### config.mk
export PLATFORM = sky130hd
export DESIGN_NAME = uart_tx_param_flat
export DESIGN_NICKNAME = d
export VERILOG_FILES = /design/src/rtl/uart_tx_param_if.sv /design/src/rtl/uart_tx_param.sv /design/src/flat_wrapper.sv
export SDC_FILE = /design/constraint.sdc
export NUM_CORES = 1
export LEC_CHECK = 0
export ABC_CLOCK_PERIOD_IN_PS = 4000
export CORE_MARGIN = 10
export CORE_UTILIZATION = 57
export CTS_CLUSTER_SIZE = 14
export DETAILED_ROUTE_END_ITERATION = 6
export HOLD_SLACK_MARGIN = 0.06
export PLACE_DENSITY = 0.84
export SLEW_MARGIN = 20
export SYNTH_ARGS = -nofsm -noshare
export SYNTH_HDL_FRONTEND = slang
export SYNTH_SLANG_ARGS = --single-unit
### constraint.sdc
create_clock -name Clk -period 4 [get_ports Clk]
set_input_delay 1.2 -clock Clk [delete_from_list [all_inputs] [get_ports Clk]]
set_output_delay 1.2 -clock Clk [all_outputs]
set_load 0.05 [all_outputs]
### src/rtl/uart_tx_param_if.sv
// Ready/valid word handshake between a producer and the UART transmitter FIFO.
interface uart_tx_param_if #(
  parameter int unsigned DATA_W = 8
);
  logic [DATA_W-1:0] data_in;
  logic              data_valid;
  logic              data_ready;

  modport master (output data_in, output data_valid, input data_ready);
  modport slave  (input data_in, input data_valid, output data_ready);
endinterface

### src/rtl/uart_tx_param.sv
// Buffered UART transmitter: small FIFO feeding a frame serialiser with
// run-time baud divisor, parity mode and stop-bit count latched per frame.
module uart_tx_param #(
  parameter int unsigned DATA_W  = 8,
  parameter int unsigned DIV_W   = 16,
  parameter int unsigned FIFO_AW = 2
) (
  input  logic               Clk,
  input  logic               Rst_n,
  input  logic [DIV_W-1:0]   baud_div,
  input  logic [1:0]         parity_mode,
  input  logic               stop2,
  uart_tx_param_if.slave     bus,
  output logic               Rs232_Tx,
  output logic               Tx_Done,
  output logic               uart_state,
  output logic [FIFO_AW:0]   fifo_count
);

  localparam int unsigned DEPTH = 1 << FIFO_AW;
  localparam int unsigned CW    = FIFO_AW + 1;
  localparam int unsigned BW    = $clog2(DATA_W);

  typedef enum logic [2:0] {IDLE, START, DATA, PARITY, STOP} state_t;

  state_t              state;
  logic [DATA_W-1:0]   mem [DEPTH];
  logic [FIFO_AW-1:0]  wr_ptr, rd_ptr;
  logic [CW-1:0]       count_nxt;
  logic                push, pop, tick, last_stop;
  logic [DIV_W-1:0]    timer, div_q;
  logic                par_en_q, par_bit_q, stop2_q, stop_cnt;
  logic [BW-1:0]       bit_cnt;
  logic [DATA_W-1:0]   shreg;

  // Launch a frame from IDLE, or chain straight into the next one at the end of the last stop period.
  always_comb begin
    push      = bus.data_valid && bus.data_ready;
    tick      = (timer == div_q);
    last_stop = tick && (stop_cnt == stop2_q);
    pop       = (fifo_count != '0) && ((state == IDLE) || ((state == STOP) && last_stop));
    count_nxt = fifo_count + CW'(push) - CW'(pop);
  end

  always_ff @(posedge Clk) begin
    if (push) mem[wr_ptr] <= bus.data_in;
  end

  always_ff @(posedge Clk or negedge Rst_n) begin
    if (!Rst_n) begin
      wr_ptr         <= '0;
      rd_ptr         <= '0;
      fifo_count     <= '0;
      bus.data_ready <= 1'b1;
    end else begin
      if (push) wr_ptr <= wr_ptr + FIFO_AW'(1);
      if (pop)  rd_ptr <= rd_ptr + FIFO_AW'(1);
      fifo_count     <= count_nxt;
      bus.data_ready <= (count_nxt < CW'(DEPTH));
    end
  end

  // Frame sequencer; every output is a flop so the line never glitches.
  always_ff @(posedge Clk or negedge Rst_n) begin
    if (!Rst_n) begin
      state      <= IDLE;
      Rs232_Tx   <= 1'b1;
      Tx_Done    <= 1'b0;
      uart_state <= 1'b0;
      timer      <= '0;
      div_q      <= '0;
      par_en_q   <= 1'b0;
      par_bit_q  <= 1'b0;
      stop2_q    <= 1'b0;
      stop_cnt   <= 1'b0;
      bit_cnt    <= '0;
      shreg      <= '0;
    end else begin
      Tx_Done <= (state == STOP) && last_stop;
      if (pop) begin
        shreg      <= mem[rd_ptr];
        div_q      <= baud_div;
        par_en_q   <= (parity_mode == 2'b01) || (parity_mode == 2'b10);
        par_bit_q  <= (^mem[rd_ptr]) ^ (parity_mode == 2'b10);
        stop2_q    <= stop2;
        timer      <= '0;
        Rs232_Tx   <= 1'b0;
        uart_state <= 1'b1;
        state      <= START;
      end else if ((state != IDLE) && !tick) begin
        timer <= timer + DIV_W'(1);
      end else begin
        timer <= '0;
        case (state)
          IDLE: begin
            Rs232_Tx   <= 1'b1;
            uart_state <= 1'b0;
          end
          START: begin
            Rs232_Tx <= shreg[0];
            shreg    <= shreg >> 1;
            bit_cnt  <= '0;
            state    <= DATA;
          end
          DATA: begin
            if (bit_cnt == BW'(DATA_W - 1)) begin
              if (par_en_q) begin
                Rs232_Tx <= par_bit_q;
                state    <= PARITY;
              end else begin
                Rs232_Tx <= 1'b1;
                stop_cnt <= 1'b0;
                state    <= STOP;
              end
            end else begin
              Rs232_Tx <= shreg[0];
              shreg    <= shreg >> 1;
              bit_cnt  <= bit_cnt + BW'(1);
            end
          end
          PARITY: begin
            Rs232_Tx <= 1'b1;
            stop_cnt <= 1'b0;
            state    <= STOP;
          end
          STOP: begin
            if (stop_cnt == stop2_q) begin
              Rs232_Tx   <= 1'b1;
              uart_state <= 1'b0;
              state      <= IDLE;
            end else begin
              stop_cnt <= 1'b1;
            end
          end
          default: state <= IDLE;
        endcase
      end
    end
  end

endmodule

### src/flat_wrapper.sv
// flat-port wrapper written by rule: the top's interface ports become plain ports
module uart_tx_param_flat 
#(
  parameter int unsigned DATA_W  = 8,
  parameter int unsigned DIV_W   = 16,
  parameter int unsigned FIFO_AW = 2
)
  (Clk, Rst_n, baud_div, parity_mode, stop2, Rs232_Tx, Tx_Done, uart_state, fifo_count, bus_data_in, bus_data_valid, bus_data_ready);
  uart_tx_param_if #(.DATA_W(DATA_W)) bus_i ();
  input  logic Clk;
  input  logic Rst_n;
  input  logic [DIV_W-1:0] baud_div;
  input  logic [1:0] parity_mode;
  input  logic stop2;
  output logic Rs232_Tx;
  output logic Tx_Done;
  output logic uart_state;
  output logic [FIFO_AW:0] fifo_count;
  input wire logic [$bits(bus_i.data_in)-1:0] bus_data_in;
  input wire logic [$bits(bus_i.data_valid)-1:0] bus_data_valid;
  output wire logic [$bits(bus_i.data_ready)-1:0] bus_data_ready;
  assign bus_i.data_in = bus_data_in;
  assign bus_i.data_valid = bus_data_valid;
  assign bus_data_ready = bus_i.data_ready;
  uart_tx_param #(.DATA_W(DATA_W), .DIV_W(DIV_W), .FIFO_AW(FIFO_AW)) u_core (.Clk(Clk), .Rst_n(Rst_n), .baud_div(baud_div), .parity_mode(parity_mode), .stop2(stop2), .bus(bus_i), .Rs232_Tx(Rs232_Tx), .Tx_Done(Tx_Done), .uart_state(uart_state), .fifo_count(fifo_count));
endmodule
; Yosys cells after proc, flatten, opt, wreduce, memory -nomap -nowiden
; Memories as Yosys holds them, arrays and structs flattened.
; Cells that the tools add are included.
[classes]
n_addsub = 6
multipliers = 0
n_div = 0
order_cmp = 1
n_eq_ne = 18
shift = 0
n_mux = 30
n_bitwise = 3
reduce_logical = 24
[ops]
columns = op, count
row1 = 16-bit two-way mux, 2
row2 = 8-bit two-way mux, 3
row3 = 3-bit two-way mux, 6
row4 = 16-bit by 1-bit adder with 16-bit output (second input constant), 1
row5 = 16-bit equality test, 1
row6 = 8-bit one-hot mux with 2 select lines, 1
row7 = 3-bit one-hot mux with 5 select lines, 1
row8 = 3-bit nonzero test, 5
row9 = 1-bit two-way mux, 13
row10 = 3-bit AND reduction, 3
row11 = 4-bit AND reduction, 2
row12 = 8-bit parity, 1
row13 = 3-bit by 2-bit equality test with 1-bit output (second input constant), 2
row14 = 3-bit equality test (second input constant), 2
row15 = 2-bit by 1-bit != test with 1-bit output (second input constant), 3
row16 = 2-bit != test (second input constant), 3
row17 = 3-bit by 1-bit != test with 1-bit output (second input constant), 2
row18 = 3-bit one-hot mux with 2 select lines, 1
row19 = 6-bit AND reduction, 1
row20 = 1-bit logical AND, 5
row21 = 5-bit nonzero test, 1
row22 = 2-bit by 1-bit adder with 2-bit output (second input constant), 2
row23 = 1-bit one-hot mux with 4 select lines, 1
row24 = 3-bit by 1-bit adder with 3-bit output, 1
row25 = other kinds (17), 19
[totals]
ff_bits = 61
latch_bits = 0
ram_bits = 32
romBits = 0
in_bits = 30
wordCells = 99
memories = 1
[mem_list]
columns = memory, words, word_bits, rd, rd_ports_with_merged_regs, write_ports, line_no
row1 = u_core.mem, 4, 8, 1, 0, 1, uart_tx_param.sv:27  ; logic [DATA_W-1:0] mem [DEPTH];

; Longest topological paths before layout
; Gate-level depths: netlist of the first run.
[depth]
ltp_word = 7
ltp_mapped = 14
ltp_nobuf = 13

; Worst setup path before layout of the first run
; No wires, ideal clock.
[synth_path]
kind = flip-flop to flip-flop
start = register u_core.timer[5]
end = register u_core.fifo_count[2]
arrival_time_ns = 2.946
t_required_ns = 3.878
setup_slack_ns = 0.933
stages_incl_launch_ff = 15
path_buffers = 1
cell_sequence = dfrtp_1 xor2_1 nor4_1 nand4_2 o21ai_2 and2_2 buf_4 ha_1 inv_1 ha_1 inv_1 fa_1 xnor2_1 xor2_1 inv_1
[synth_via]
elab_chain_cells = 6
[synth_lines]
columns = item, line_no
row1 = start: declaration, uart_tx_param.sv:31  ; logic [DIV_W-1:0] timer, div_q;
row2 = start signal: assignment, uart_tx_param.sv:91  ; timer <= timer + DIV_W'(1);
row3 = 16-bit equality test, uart_tx_param.sv:39  ; tick = (timer == div_q);
row4 = 1-bit logical AND, uart_tx_param.sv:40  ; last_stop = tick && (stop_cnt == stop2_q);
row5 = 1-bit logical AND, uart_tx_param.sv:41  ; pop = (fifo_count != '0) && ((state == IDLE) || ((state == STOP) && last_stop));
row6 = 1-bit logical OR, uart_tx_param.sv:41
row7 = 1-bit logical AND, uart_tx_param.sv:41
row8 = named net u_core.pop, uart_tx_param.sv:30  ; logic push, pop, tick, last_stop;
row9 = 3-bit by 1-bit subtractor with 3-bit output, uart_tx_param.sv:42  ; count_nxt = fifo_count + CW'(push) - CW'(pop);
row10 = named net u_core.count_nxt[2], uart_tx_param.sv:29  ; logic [CW-1:0] count_nxt;
row11 = end signal: assignment, uart_tx_param.sv:58  ; fifo_count <= count_nxt;
row12 = end: declaration, uart_tx_param.sv:17  ; output logic [FIFO_AW:0] fifo_count
; The timed path passes the listed nets, and every way through them passes these cells.
; A chain may end at the register's enable or synchronous reset.

; Worst setup path in the final report of the first run
[layout_path]
start = register u_core.timer[2]
end = register u_core.fifo_count[2]
[layout_via]
elab_chain_cells = 6
[layout_lines]
columns = item, line_no
row1 = 16-bit equality test, uart_tx_param.sv:39
row2 = 1-bit logical AND, uart_tx_param.sv:40
row3 = 1-bit logical AND, uart_tx_param.sv:41
row4 = 1-bit logical OR, uart_tx_param.sv:41
row5 = 1-bit logical AND, uart_tx_param.sv:41
row6 = 3-bit by 1-bit subtractor with 3-bit output, uart_tx_param.sv:42
row7 = named net u_core.count_nxt[2], uart_tx_param.sv:29
; The timed path passes the listed nets, and every way through them passes these cells.

==> results of run 1 <==
==> layer usage <==
layer  routed length, microns  up-vias  GRT usage (%)
met1                     3465     1267          18.73
li1                         -     1202              -
met5                        0        -              0
met3                      325        9          3.593
met4                      111        0          5.706
met2                     3719       58          23.23
==> state kept, by name, summed over array words and instances, names as in the netlist <==
register               cells
u_core.wr_ptr              2
u_core.timer              16
u_core.rd_ptr              2
u_core.state               3
u_core.Rs232_Tx            1
u_core.mem                32
u_core.par_en_q            1
u_core.Tx_Done             1
u_core.shreg               8
u_core.bit_cnt             3
u_core.stop_cnt            1
u_core.bus.data_ready      1
u_core.div_q              16
u_core.fifo_count          3
u_core.uart_state          1
u_core.stop2_q             1
u_core.par_bit_q           1
==> path summary, 6_finish.rpt <==
| check | slack (ns) | endpoint | from | cells past startpoint |
|---|---|---|---|---|
| worst max-delay path | 0.66 | u_core.fifo_count[2] | u_core.timer[2] | 13 |
| max in group asynchronous | 2.64 | u_core.Rs232_Tx | Rst_n | 2 |
| worst min-delay path | 0.49 | u_core.bit_cnt[0] | u_core.bit_cnt[0] | 1 |
| min in group asynchronous | 0.70 | u_core.fifo_count[1] | Rst_n | 1 |
| worst min register to register | 0.49 | u_core.bit_cnt[0] | u_core.bit_cnt[0] | 1 |
| worst max register to register | 0.66 | u_core.fifo_count[2] | u_core.timer[2] | 13 |
==> through the flow <==
step           cells  area, sq um
3_5_place_dp     445         4641
4_1_cts          461         4832
6_report         461         4832
5_1_grt          461         4832
2_1_floorplan    315         4193
3_3_place_gp     445         4641
==> kinds of logic (layout without fill, tap and decap cells) <==
group | after synthesis | in the layout | synth area share [%]
and+or+nand+nor | 78 | 78 | 9.848
adders and majority gates | 11 | 11 | 3.462
muxes | 29 | 29 | 9.967
buffers and inverters | 27 | 74 | 3.073
AOI/OAI and AO/OA | 34 | 34 | 5.282
xor gates and xnor gates | 43 | 43 | 8.982
DFF | 93 | 93 | 59.39
==> report_power, final <==
part           total [mW]  internal, mW  switching (mW)
combinational        1.38         0.656           0.727
sequential           1.53          1.28           0.248
clock               0.599         0.243           0.356
total                3.51          2.18            1.33
==> placed cells by master (no fill, tap or decap), types with 2 or more instances in the layout <==
master           Yosys  final
a21oi_1             13     13
a221o_1              7      7
and2_1               7      7
and3_1               9      9
buf_4                1      4
clkbuf_8             0      9
clkdlybuf4s50_1      0     35
clkinv_4             0      2
dfrtp_1             59     59
dfstp_2              2      2
edfxtp_1            32     32
ha_1                10     10
inv_1               17     17
inv_8                0      3
mux2_1              17     17
mux2i_1              2      2
mux4_2               8      8
nand2_1             12     12
nand3_1             10     10
nand4_1              3      3
nor2_1              22     22
nor3_1               3      3
nor4_1               3      3
nor4_2               2      2
o21ai_0              5      5
o21ai_1              3      3
or3_1                2      2
xnor2_1             13     13
xor2_1              30     30
==> cell type report <==
| class | count | area (sq um) | share of cell area [%] |
|---|---|---|---|
| flip-flops and latches | 93 | 2490 | 51.53 |
| multi-input cells | 195 | 1574 | 32.57 |
| repair buffers | 40 | 385.4 | 7.975 |
| clock buffers | 9 | 123.9 | 2.563 |
| well taps | 99 | 123.9 | 2.563 |
| clock inverters | 7 | 67.56 | 1.398 |
| inverters | 18 | 67.56 | 1.398 |
==> worst max-delay path: stages, from the launching register on <==
cell     delay, ns
dfrtp_1       0.48
xor2_1        0.18
nor4_1        0.35
nand4_2       0.34
o21ai_2       0.37
and2_2        0.21
ha_1          0.22
inv_1         0.06
ha_1          0.14
inv_1         0.05
fa_1          0.37
xnor2_1       0.18
xor2_1        0.22
inv_1         0.06
==> run_results.csv, run 1 <==
group,metric,value,unit
routing,ant_nets,0,
grt,track_usage,14.57,%
sta,fin_tns_setup,0,ns
critical_path,crit_type,"register to register",
outcome,status,"completed",
sta,fin_ws,0.6611,ns
logic_synthesis,synth_common_cells,"59 x dfrtp_1, 32 x edfxtp_1, 30 x xor2_1",
logic_synthesis,synth-seq-cells,93,
placement,gp_congestion,0.8740,
cells_and_area,syn2layout_area_growth,15.25,%
logic_synthesis,yosys.cell_count.top_type,"dfrtp_1",
routing,vias_per_cell,5.501,
placement,dp_hpwl,5.469,mm
cts,clk_pin_slew,0.10,ns
run,max_cap_violations,0,
sta,max_freq,299.5,MHz
placement,io_buffers,36,
grt,grt_overflow_total,0,
critical_path,crit_path_start_kind,"register",
critical_path,cp.arrival,3.59,ns
power,power,3.514,mW
sta,slew_headroom,59.47,%
logic_synthesis,synth_area,0.004193,sq mm
hold_path,worstHoldPathType,"register to register",
sta,rsz0062_at_grt,"no",
sta,min_period_over_period,83.47,%
sta,fin_skew,0.007142,ns
cells_and_area,diodes,0,
logic_synthesis,async_flop_share,65.59,%
cts,post_cts_buffers,0,
cells_and_area,drive_gt1_share,11.05,%
floorplanning,core,0.007214,sq mm
logic_synthesis,synth_warnings,0,
logic_synthesis,ys_types,43,
cts,clk_path_buf_depth,2,
cells_and_area,fillers,549,
sta,worstMarginPinSlew,0.6064,ns
grt,grt_max_degree,30,
placement,post-place-ws,0.7297,ns
floorplanning,fp.dieW,105.8,microns
sta,worst_hold_slack,0.4858,ns
routing,wl,7.621,mm
cells_and_area,utilization,66.98,%
sta,maxSlewViolCount,0,
floorplanning,rows,31,
critical_path,crit_fanout,9,
floorplanning,die_y,105.8,microns
grt,grt_pass1_vias,2642,
routing,post_drt_wl_per_cell,16.53,microns
routing,drtIter0Drc,134,
logic_synthesis,yosys-top-cells-area,"dfrtp_1 35%, edfxtp_1 23%, xor2_1 6.3%",
sta,fin_crit,3.339,ns
logic_synthesis,syn-num-nets,356,
floorplanning,dieArea,0.01119,sq mm
routing,drcViolationCount,0,
cts,hold_buffers,0,
cts,post_cts_resized,0,
cts,cts_tree,"built",
critical_path,cp-end-kind,"register",
power,power_per_cell_area,727.2,mW/mm^2
cts,cts-htree-levels,3,
floorplanning,ios,37,
sta,setup_violations,0,
grt,grt_antenna_before_repair,0,
power,leakage,2.011,nW
cells_and_area,fin_nets,398,
cts,clk_latency,0.35,ns
floorplanning,initial_utilization,58.12,%
cts,cts_sinks,93,
cts,cts_inserted_buffers,9,
logic_synthesis,syn_area_per_cell,13.31,sq um
logic_synthesis,synth_top_area_cell,"dfrtp_1",
sta,finalHoldViolCount,0,
logic_synthesis,ys.flop_type,"dfrtp_1",
cts,cts_root_buf,"clkbuf_8",
logic_synthesis,yosysTopAreaCellShare,35.21,%
critical_path,cp.required,4.25,ns
routing,num_vias,2536,
routing,first_pass_iters,4,
logic_synthesis,ys_seq_area_share,59.39,%
power,worst_ir_drop_vdd,0.4421,mV
grt,grt_pass1_wl,13.23,mm
logic_synthesis,synth-edff-count,32,
logic_synthesis,synth_cells,315,
Note: power is estimated with default switching activity, not from simulation.
==> run 2: changes to the inputs <==
--- a/config.mk
+++ b/config.mk
@@ -5,13 +5,13 @@
 export SDC_FILE = /design/constraint.sdc
 export NUM_CORES = 1
 export LEC_CHECK = 0
-export ABC_CLOCK_PERIOD_IN_PS = 4000
+export ABC_CLOCK_PERIOD_IN_PS = 3000
 export CORE_MARGIN = 10
-export CORE_UTILIZATION = 57
+export CORE_UTILIZATION = 52
 export CTS_CLUSTER_SIZE = 14
 export DETAILED_ROUTE_END_ITERATION = 6
 export HOLD_SLACK_MARGIN = 0.06
-export PLACE_DENSITY = 0.84
+export PLACE_DENSITY = 0.81
 export SLEW_MARGIN = 20
 export SYNTH_ARGS = -nofsm -noshare
 export SYNTH_HDL_FRONTEND = slang
==> constraint.sdc (replaced) <==
create_clock -name Clk -period 3 [get_ports Clk]
set_input_delay 0.9 -clock Clk [delete_from_list [all_inputs] [get_ports Clk]]
set_output_delay 0.9 -clock Clk [all_outputs]
set_load 0.05 [all_outputs]
==> run_results.csv, run 2 (synthesis results as in run 1) <==
group,metric,value,unit
outcome,status,"completed",
sta,min_period_over_period,93.47,%
grt,track_usage,13.64,%
grt,grt_pass1_wl,13.01,mm
critical_path,critPathBufInv,3,
cts,cts_root_buf,"clkbuf_8",
critical_path,path_cells,"xor2_1, nor4_2, nand4_2, o21ai_4, and2_4, ha_4, inv_1, ha_2, inv_2, fa_2, xnor2_2, xor2_1, inv_1",
cells_and_area,drive_gt1_share,16.44,%
placement,io_buffers,36,
floorplanning,core,0.007767,sq mm
critical_path,cp.required,3.26,ns
sta,fin_tns_setup,0,ns
cells_and_area,syn2layout_area_growth,19.01,%
routing,drcViolationCount,0,
power,leakage,2.068,nW
cts,clk_path_buf_depth,2,
grt,grt_max_degree,36,
power,pwr-share-comb,41.3,%
sta,worstMarginPinSlew,0.5124,ns
floorplanning,die_y,109.8,microns
sta,slew_headroom,65.73,%
cells_and_area,fillers,573,
run,max_cap_violations,0,
critical_path,cp.arrival,3.06,ns
power,p_int,3.011,mW
grt,grt_pass1_vias,2632,
cts,clk_pin_slew,0.10,ns
cells_and_area,largest_register,"u_core.mem",
cts,cts-htree-levels,3,
critical_path,slowest_stage,"dfrtp_1",
floorplanning,fp.dieW,109.8,microns
sta,fin_crit,2.804,ns
sta,fin_ws,0.1959,ns
cts,cts_sinks,93,
power,worst_ir_drop_vdd,0.8913,mV
placement,gp_congestion,0.8502,
grt,grt_antenna_before_repair,0,
cts,clk_latency,0.37,ns
critical_path,crit_fanout,4,
cells_and_area,final_cell_mix,"56 x dfrtp_1, 35 x clkdlybuf4s50_1, 32 x edfxtp_1",
cells_and_area,fin_nets,407,
power,seq_power_share,41.8,%
floorplanning,ios,37,
grt,grt_overflow_total,0,
cts,cts_tree,"built",
cells_and_area,largest_reg_flops,32,
critical_path,path_delay_family,"adder cells",
floorplanning,dieArea,0.01205,sq mm
floorplanning,rows,32,
power,power_frac_clock,16.8,%
sta,maxSlewViolCount,0,
critical_path,crit_path_start_kind,"register",
cells_and_area,diodes,0,
critical_path,slowest_delay,0.44,ns
power,power_per_cell_area,973.3,mW/mm^2
critical_path,crit_type,"register to register",
sta,max_freq,356.6,MHz
cts,cts_inserted_buffers,9,
power,switching_power,1.846,mW
cells_and_area,mostFrequentLayoutCell,"dfrtp_1",
routing,wl,7.710,mm
cts,hold_buffers,0,
routing,ant_nets,0,
hold_path,worstHoldPathType,"register to register",
cells_and_area,biggestRegsByFlops,"u_core.mem: 32 flops, u_core.div_q: 16 flops, u_core.timer: 16 flops",
routing,num_vias,2547,
placement,dp_hpwl,5.449,mm
sta,setup_violations,0,
critical_path,cp-end-kind,"register",
routing,first_pass_iters,4,
sta,finalHoldViolCount,0,
placement,post-place-ws,0.1410,ns
routing,post_drt_wl_per_cell,16.30,microns
power,sw_frac_of_total,38.01,%
sta,fin_skew,0.01370,ns
routing,drtIter0Drc,105,
routing,vias_per_cell,5.385,
power,power,4.857,mW
floorplanning,initial_utilization,53.98,%
==> run 2: what timing repair did <==
item,CTS,global route
resized for setup,0,13
buffers inserted,0,5
endpoints found under the setup margin,0,2
==> run 2: power by group through the flow <==
stage | clock [mW] | combinational, mW | sequential, mW
2_1_floorplan | 0 | 1.45 | 2.05
3_5_place_dp | 0 | 1.90 | 2.05
3_3_place_gp | 0 | 1.85 | 2.04
5_1_grt | 0.897 | 2.22 | 2.09
6_report | 0.818 | 2.01 | 2.03
4_1_cts | 0.838 | 1.91 | 2.03
==> run 2: worst paths after layout <==
check	start	to	slack, ns	cells past startpoint
worst min-delay path	u_core.bit_cnt[0]	u_core.bit_cnt[0]	0.50	1
worst max register to register	u_core.timer[3]	u_core.fifo_count[2]	0.20	13
worst max-delay path	u_core.timer[3]	u_core.fifo_count[2]	0.20	13
worst min register to register	u_core.bit_cnt[0]	u_core.bit_cnt[0]	0.50	1
min in group asynchronous	Rst_n	u_core.div_q[11]	0.52	2
max in group asynchronous	Rst_n	u_core.timer[7]	2.09	2
==> run 2: cell type report <==
type | instances | area, sq um | area share, %
Clock buffer | 9 | 123.9 | 2.482
Clock inverter | 7 | 71.32 | 1.429
Inverter | 18 | 67.56 | 1.354
Multi-Input combinational cell | 195 | 1653 | 33.12
Sequential cell | 93 | 2494 | 49.97
Tap cell | 102 | 127.6 | 2.558
Timing Repair Buffer | 49 | 452.9 | 9.077
==> run 2: worst reg2reg max path, stage by stage (launching register included) <==
cell     delay [ns]
dfrtp_1        0.44
xor2_1         0.17
nor4_2         0.33
nand4_2        0.19
o21ai_4        0.18
and2_4         0.17
ha_4           0.18
inv_1          0.05
ha_2           0.16
inv_2          0.04
fa_2           0.36
xnor2_2        0.14
xor2_1         0.21
inv_1          0.06
==> run 2: per-stage QoR <==
| stage | util [%] | std cells | hold WS (ns) | instance area, sq um |
|---|---|---|---|---|
| 3_5_place_dp | 60.33 | 452 | 0.4919 | 4686 |
| 4_1_cts | 62.84 | 468 | 0.5062 | 4881 |
| 6_report | 64.24 | 473 | 0.5006 | 4990 |
| 3_3_place_gp | 60.33 | 452 | 0.4682 | 4686 |
| 5_1_grt | 64.24 | 473 | 0.5343 | 4990 |
| 2_1_floorplan | - | 315 | 0.4569 | 4208 |
==> run 2: routing by layer <==
metal	wire length [microns]	global-route usage [%]
met5	0	0
met4	102	4.554
met3	458	3.920
met2	3641	20.96
met1	3508	18.16
